**src/rtl/disp_pkg.sv**
```systemverilog
`default_nettype none
// ============================================================================
// Module      : disp_pkg
// Description : Shared types and helpers for the disparity row scheduler and
//               the disparity engine: FSM state encoding, width constants and
//               the legal-column-count derivation.
// Revision    : 1.0 - initial release
// ============================================================================
package disp_pkg;

   // Row scheduler FSM states
   typedef enum logic [2:0] {
      ST_IDLE   = 3'd0,
      ST_CLEAR  = 3'd1,
      ST_LAUNCH = 3'd2,
      ST_WAIT   = 3'd3,
      ST_EMIT   = 3'd4
   } state_t;

   // Default geometry shared with the engine
   localparam int DEF_IMG_W    = 128;
   localparam int DEF_WIN      = 15;
   localparam int DEF_MAX_DISP = 64;

   localparam int COL_BITS  = $clog2(DEF_IMG_W);
   localparam int DISP_BITS = $clog2(DEF_MAX_DISP);

   // Number of column positions where the full window and the full
   // disparity search both fit inside the row
   function automatic int ncol_calc(input int img_w, input int win, input int max_disp);
      return img_w - win - max_disp + 2;
   endfunction

   localparam int NCOL = ncol_calc(DEF_IMG_W, DEF_WIN, DEF_MAX_DISP);

endpackage
`default_nettype wire

```
**src/rtl/disp_timeout_ctr.sv**
```systemverilog
`default_nettype none
// ============================================================================
// Module      : disp_timeout_ctr
// Description : Watchdog counter for the engine wait phase. Counts enabled
//               cycles and flags the TIMEOUT-th consecutive one; clears as
//               soon as the enable drops.
// Revision    : 1.0 - initial release
// ============================================================================
module disp_timeout_ctr #(
   parameter int TIMEOUT = 1024
) (
   input  logic clk,
   input  logic rst,
   input  logic en_i,
   output logic expired_o
);

   localparam int c_cnt_w = $clog2(TIMEOUT + 1);

   logic [c_cnt_w-1:0] cnt_q;

   // Count consecutive enabled cycles; hold once the limit is reached
   always_ff @(posedge clk or posedge rst) begin
      if (rst) begin
         cnt_q <= '0;
      end else if (!en_i) begin
         cnt_q <= '0;
      end else if (!expired_o) begin
         cnt_q <= cnt_q + c_cnt_w'(1);
      end
   end

   assign expired_o = en_i && (cnt_q == c_cnt_w'(TIMEOUT - 1));

endmodule
`default_nettype wire

```
**src/rtl/disp_row_scheduler.sv**
```systemverilog
`default_nettype none
// ============================================================================
// Module      : disp_row_scheduler
// Description : Walks the legal column positions of one row band, clearing
//               and launching the disparity engine per column and handing
//               each result downstream over a valid/ready handshake.
//               Optional watchdog: define DISP_TIMEOUT_EN to add a WAIT
//               timeout that emits disparity 0 with out_err set.
// Revision    : 1.0 - initial release
// ============================================================================
module disp_row_scheduler
   import disp_pkg::*;
#(
   parameter int IMG_W    = 128,
   parameter int WIN      = 15,
   parameter int MAX_DISP = 64,
   parameter int TIMEOUT  = 1024
) (
   input  logic                        clk,
   input  logic                        rst,
   input  logic                        row_start,
   output logic                        row_busy,
   output logic                        row_done,
   output logic                        eng_rst,
   output logic                        eng_ready,
   output logic [$clog2(IMG_W)-1:0]    eng_col,
   input  logic                        eng_done,
   input  logic [$clog2(MAX_DISP)-1:0] eng_disp,
   output logic                        out_valid,
   input  logic                        out_ready,
   output logic [$clog2(MAX_DISP)-1:0] out_disp,
   output logic [$clog2(IMG_W)-1:0]    out_col,
   output logic                        out_last
`ifdef DISP_TIMEOUT_EN
   ,
   output logic                        out_err
`endif
);

   localparam int c_col_w  = $clog2(IMG_W);
   localparam int c_disp_w = $clog2(MAX_DISP);
   localparam int c_ncol   = ncol_calc(IMG_W, WIN, MAX_DISP);
   localparam logic [c_col_w-1:0] c_last_col = c_col_w'(c_ncol - 1);

   if (c_ncol < 1) begin : g_bad_ncol
      $error("disp_row_scheduler: image too narrow for WIN and MAX_DISP");
   end

   if (TIMEOUT < 1) begin : g_bad_timeout
      $error("disp_row_scheduler: TIMEOUT must be at least 1");
   end

   state_t               state_q;
   logic [c_col_w-1:0]   col_q;
   logic                 row_busy_q;
   logic                 row_done_q;
   logic                 eng_rst_q;
   logic                 eng_ready_q;
   logic                 out_valid_q;
   logic [c_disp_w-1:0]  out_disp_q;
   logic [c_col_w-1:0]   out_col_q;
   logic                 out_last_q;

`ifdef DISP_TIMEOUT_EN
   logic out_err_q;
   logic wait_expired;

   disp_timeout_ctr #(
      .TIMEOUT (TIMEOUT)
   ) u_wdog (
      .clk       (clk),
      .rst       (rst),
      .en_i      (state_q == ST_WAIT),
      .expired_o (wait_expired)
   );
`endif

   // Row sequencing FSM with all outputs registered
   always_ff @(posedge clk or posedge rst) begin
      if (rst) begin
         state_q     <= ST_IDLE;
         col_q       <= '0;
         row_busy_q  <= 1'b0;
         row_done_q  <= 1'b0;
         eng_rst_q   <= 1'b1;
         eng_ready_q <= 1'b0;
         out_valid_q <= 1'b0;
         out_disp_q  <= '0;
         out_col_q   <= '0;
         out_last_q  <= 1'b0;
`ifdef DISP_TIMEOUT_EN
         out_err_q   <= 1'b0;
`endif
      end else begin
         row_done_q <= 1'b0;
         case (state_q)
            ST_IDLE: begin
               eng_rst_q   <= 1'b0;
               eng_ready_q <= 1'b0;
               // A start coinciding with the row_done pulse is dropped
               if (row_start && !row_done_q) begin
                  col_q      <= '0;
                  row_busy_q <= 1'b1;
                  eng_rst_q  <= 1'b1;
                  state_q    <= ST_CLEAR;
               end
            end
            ST_CLEAR: begin
               eng_rst_q   <= 1'b0;
               eng_ready_q <= 1'b1;
               state_q     <= ST_LAUNCH;
            end
            ST_LAUNCH: begin
               eng_ready_q <= 1'b0;
               state_q     <= ST_WAIT;
            end
            ST_WAIT: begin
               if (eng_done) begin
                  out_valid_q <= 1'b1;
                  out_disp_q  <= eng_disp;
                  out_col_q   <= col_q;
                  out_last_q  <= (col_q == c_last_col);
`ifdef DISP_TIMEOUT_EN
                  out_err_q   <= 1'b0;
`endif
                  state_q     <= ST_EMIT;
               end
`ifdef DISP_TIMEOUT_EN
               else if (wait_expired) begin
                  out_valid_q <= 1'b1;
                  out_disp_q  <= '0;
                  out_col_q   <= col_q;
                  out_last_q  <= (col_q == c_last_col);
                  out_err_q   <= 1'b1;
                  state_q     <= ST_EMIT;
               end
`endif
            end
            ST_EMIT: begin
               if (out_ready) begin
                  out_valid_q <= 1'b0;
                  out_last_q  <= 1'b0;
                  if (col_q == c_last_col) begin
                     row_done_q <= 1'b1;
                     row_busy_q <= 1'b0;
                     state_q    <= ST_IDLE;
                  end else begin
                     col_q     <= col_q + c_col_w'(1);
                     eng_rst_q <= 1'b1;
                     state_q   <= ST_CLEAR;
                  end
               end
            end
            default: begin
               state_q <= ST_IDLE;
            end
         endcase
      end
   end

   assign row_busy  = row_busy_q;
   assign row_done  = row_done_q;
   assign eng_rst   = eng_rst_q;
   assign eng_ready = eng_ready_q;
   assign eng_col   = col_q;
   assign out_valid = out_valid_q;
   assign out_disp  = out_disp_q;
   assign out_col   = out_col_q;
   assign out_last  = out_last_q;
`ifdef DISP_TIMEOUT_EN
   assign out_err   = out_err_q;
`endif

endmodule
`default_nettype wire

```
**config.mk**
```make
export PLATFORM = sky130hd
export DESIGN_NAME = disp_row_scheduler
export DESIGN_NICKNAME = d
export VERILOG_FILES = /design/src/rtl/disp_pkg.sv /design/src/rtl/disp_timeout_ctr.sv /design/src/rtl/disp_row_scheduler.sv
export SDC_FILE = /design/constraint.sdc
export NUM_CORES = 1
export LEC_CHECK = 0
export CORE_MARGIN = 4
export CORE_UTILIZATION = 51
export DETAILED_ROUTE_END_ITERATION = 8
export HOLD_SLACK_MARGIN = 0.15
export PLACE_DENSITY = 0.91
export SYNTH_ARGS = -nofsm -noshare
export SYNTH_HDL_FRONTEND = slang
export SYNTH_HIERARCHICAL = 1
export SYNTH_SLANG_ARGS = --single-unit
```
**constraint.sdc**
```tcl
create_clock -name clk -period 3.38 [get_ports clk]
set_input_delay 1.014 -clock clk [delete_from_list [all_inputs] [get_ports clk]]
set_output_delay 1.014 -clock clk [all_outputs]
set_load 0.005 [all_outputs]
```
==> flow_summary.json <==
{
  "track_usage": 0.194,
  "slew_viol_final": 0,
  "avgSynthCellArea_um2": 11.2,
  "fmax_mhz": 411,
  "finalCritPeriodShare": 0.720,
  "grt_pass1_wl_mm": 5.11,
  "hold_ws_ps": 491,
  "final_cell_mix": "clkdlybuf4s50_1, dfrtp_1, mux2_2, nand2_1",
  "rr_endpoint": "row_busy",
  "setup-tns-final_ps": 0,
  "synth_nets": 137,
  "p_per_area_nw_per_um2": 681,
  "via_per_inst": 5.89,
  "post_cts_resized": 0,
  "synth_area_leaders": "dfrtp_1, mux2_2, a211o_1",
  "cp.arrival_ps": 1420,
  "start_kind": "flip-flop",
  "drt_wl_total_mm": 3.01,
  "path_cells": "clkdlybuf4s50_1",
  "ys_types": 43,
  "post_drt_wl_per_cell_um": 15.8,
  "start_util": 0.545,
  "synth_top_area_frac": 0.505,
  "grt-ovfl-total": 0,
  "grt_pass1_vias": 1167,
  "layout_commonest_cell": "clkdlybuf4s50_1",
  "dp_hpwl_mm": 2.19,
  "post_cts_buffers": 0,
  "fp.dieH_um": 60.1,
  "crit_family": "buffers and inverters",
  "drt_iter0_drc": 35,
  "synth_edf_count": 0,
  "r2r_cells": 5,
  "cts-htree-levels": 2,
  "fin_crit_ps": 2430,
  "nNetsFinal": 172,
  "place.gp.congestion": 0.829,
  "syn_to_final_growth_pct": 30.5,
  "max_slew.worst_pin.slew_ps": 443,
  "yosysSeqAreaShare": 0.524,
  "grt_max_degree": 30,
  "status": "finished, final reports clean",
  "cts_hold_buf": 0,
  "hold_depth": 2,
  "boundaryPins": 37,
  "port_buffers": 36,
  "design.core.area_um2": 2540,
  "tritoncts": "yes",
  "hold_end": "out_valid",
  "clock_latency_ps": 330,
  "synthFlopType": "dfrtp_1",
  "final_hold_viol_count": 0,
  "drv_cap": 0,
  "drtPass1Iterations": 4,
  "cts_buffers": 5,
  "cts-root-buf": "clkbuf_4",
  "synth_top_area_cell": "dfrtp_1",
  "hp-class": "flip-flop to flip-flop",
  "slew_headroom": 0.705,
  "rows": 18,
  "crit_type": "flip-flop to output port",
  "die_width_um": 60.1,
  "clk_path_buf_depth": 2,
  "postSynth.asyncResetShare": 1.00,
  "critical_path_buf_inv_count": 1,
  "finClkSkew_ps": 6.15,
  "peakVddDrop_uv": 538,
  "rsz0062_at_grt": "no",
  "reg2reg_from": "eng_col[0]",
  "crit_path_max_incr_delay_ps": 580,
  "ys_seq_elements": 29,
  "setup_viol": 0,
  "synthCells": 124,
  "critPathCaptureType": "output port",
  "clock-sinks": 29,
  "crit_path_max_fanout": 9,
  "worstPathRequired_ps": 2370,
  "crit_slowest_cell": "clkdlybuf4s50_1",
  "critical_path_depth": 1,
  "drc_errors": 0,
  "min_from": "out_valid",
  "vias": 1120,
  "drive_gt1_frac": 0.138,
  "worst-r2r-setup-slack_ps": 1520,
  "drtAntennaViolNets": 0,
  "path_clk_slew_ps": 90,
  "dieArea_um2": 3620,
  "diodes": 0,
  "yosysWarnings": 6,
  "p_leak_nw": 0.778,
  "antenna_found_initial": 0,
  "synth_area_um2": 1390
}
==> state kept, by name (all words and copies together), names as in the netlist <==
register   flops
state_q        3
out_col        7
out_disp       6
eng_rst        1
out_valid      1
eng_ready      1
row_busy       1
row_done       1
eng_col        7
out_last       1
==> stage by stage <==
stage / power (mW) / cell area [µm²] / utilization / cells / setup slack [ps]
3_3_place_gp: 1.00 / 1750 / 0.688 / 182 / 772
2_1_floorplan: 0.787 / 1390 / - / 124 / 1280
6_report: 1.23 / 1810 / 0.711 / 190 / 945
3_5_place_dp: 1.02 / 1750 / 0.688 / 182 / 719
4_1_cts: 1.24 / 1810 / 0.711 / 190 / 944
5_1_grt: 1.32 / 1810 / 0.711 / 190 / 870
==> final cells by class <==
| class | count | area (µm²) |
|---|---|---|
| repair buffers | 38 | 375 |
| multi-input cells | 79 | 588 |
| flip-flops and latches | 29 | 727 |
| fillers | 192 | 736 |
| inverters | 6 | 22.5 |
| clock buffers | 8 | 58.8 |
| well taps | 30 | 37.5 |
==> how the worst max path moves through the flow <==
stage	from	end	slack (ps)
after floorplan	row_start	eng_col[0]	1280
after global placement	row_start	eng_col[1]	770
after detailed placement	row_start	eng_col[1]	720
after CTS	eng_col[3]	eng_col[3]	940
after global routing	eng_col[2]	eng_col[2]	870
final	eng_col[3]	eng_col[3]	950
==> Yosys cell counts (2+ instances only) <==
master	n
mux2_2	11
a211o_1	4
a21o_1	2
nand2_1	7
nor2_1	3
nor4_1	4
nor3_1	3
dfrtp_1	28
o31ai_1	2
clkbuf_1	6
inv_1	6
nor2b_1	2
nand3_1	6
buf_2	3
and3_1	2
ha_1	2
a211oi_1	2
o21ai_0	6
==> worst reg2reg max path: cells and delay by family, from the launching register on <==
| kind | cells | cell delay (ps) |
|---|---|---|
| fa+ha+maj | 1 | 160 |
| buf+inv | 1 | 120 |
| compound gates | 1 | 180 |
| simple gates | 2 | 850 |
| flops | 1 | 440 |
==> metal layers <==
metal  part of all wire  GRT usage  up-vias  wire length, µm
met5                  0          0        -                0
met4              0.022     0.0886        0               65
met3              0.067     0.0583        7              201
met2               0.50      0.315       35             1500
met1               0.41      0.235      550             1240
li1                   -          -      528                -
==> logic make-up after synthesis <==
kind of cell               synth area share
adders and majority gates            0.0180
muxes                                0.0894
DFF                                   0.524
buffers and inverters                0.0514
AOI/OAI and AO/OA                     0.140
and+or+nand+nor                       0.177
==> power by group <==
group          internal [mW]  switching, mW
Clock                  0.102          0.115
Combinational          0.282          0.162
Sequential             0.454          0.116
No activity file was read; power rests on OpenSTA's default activity.
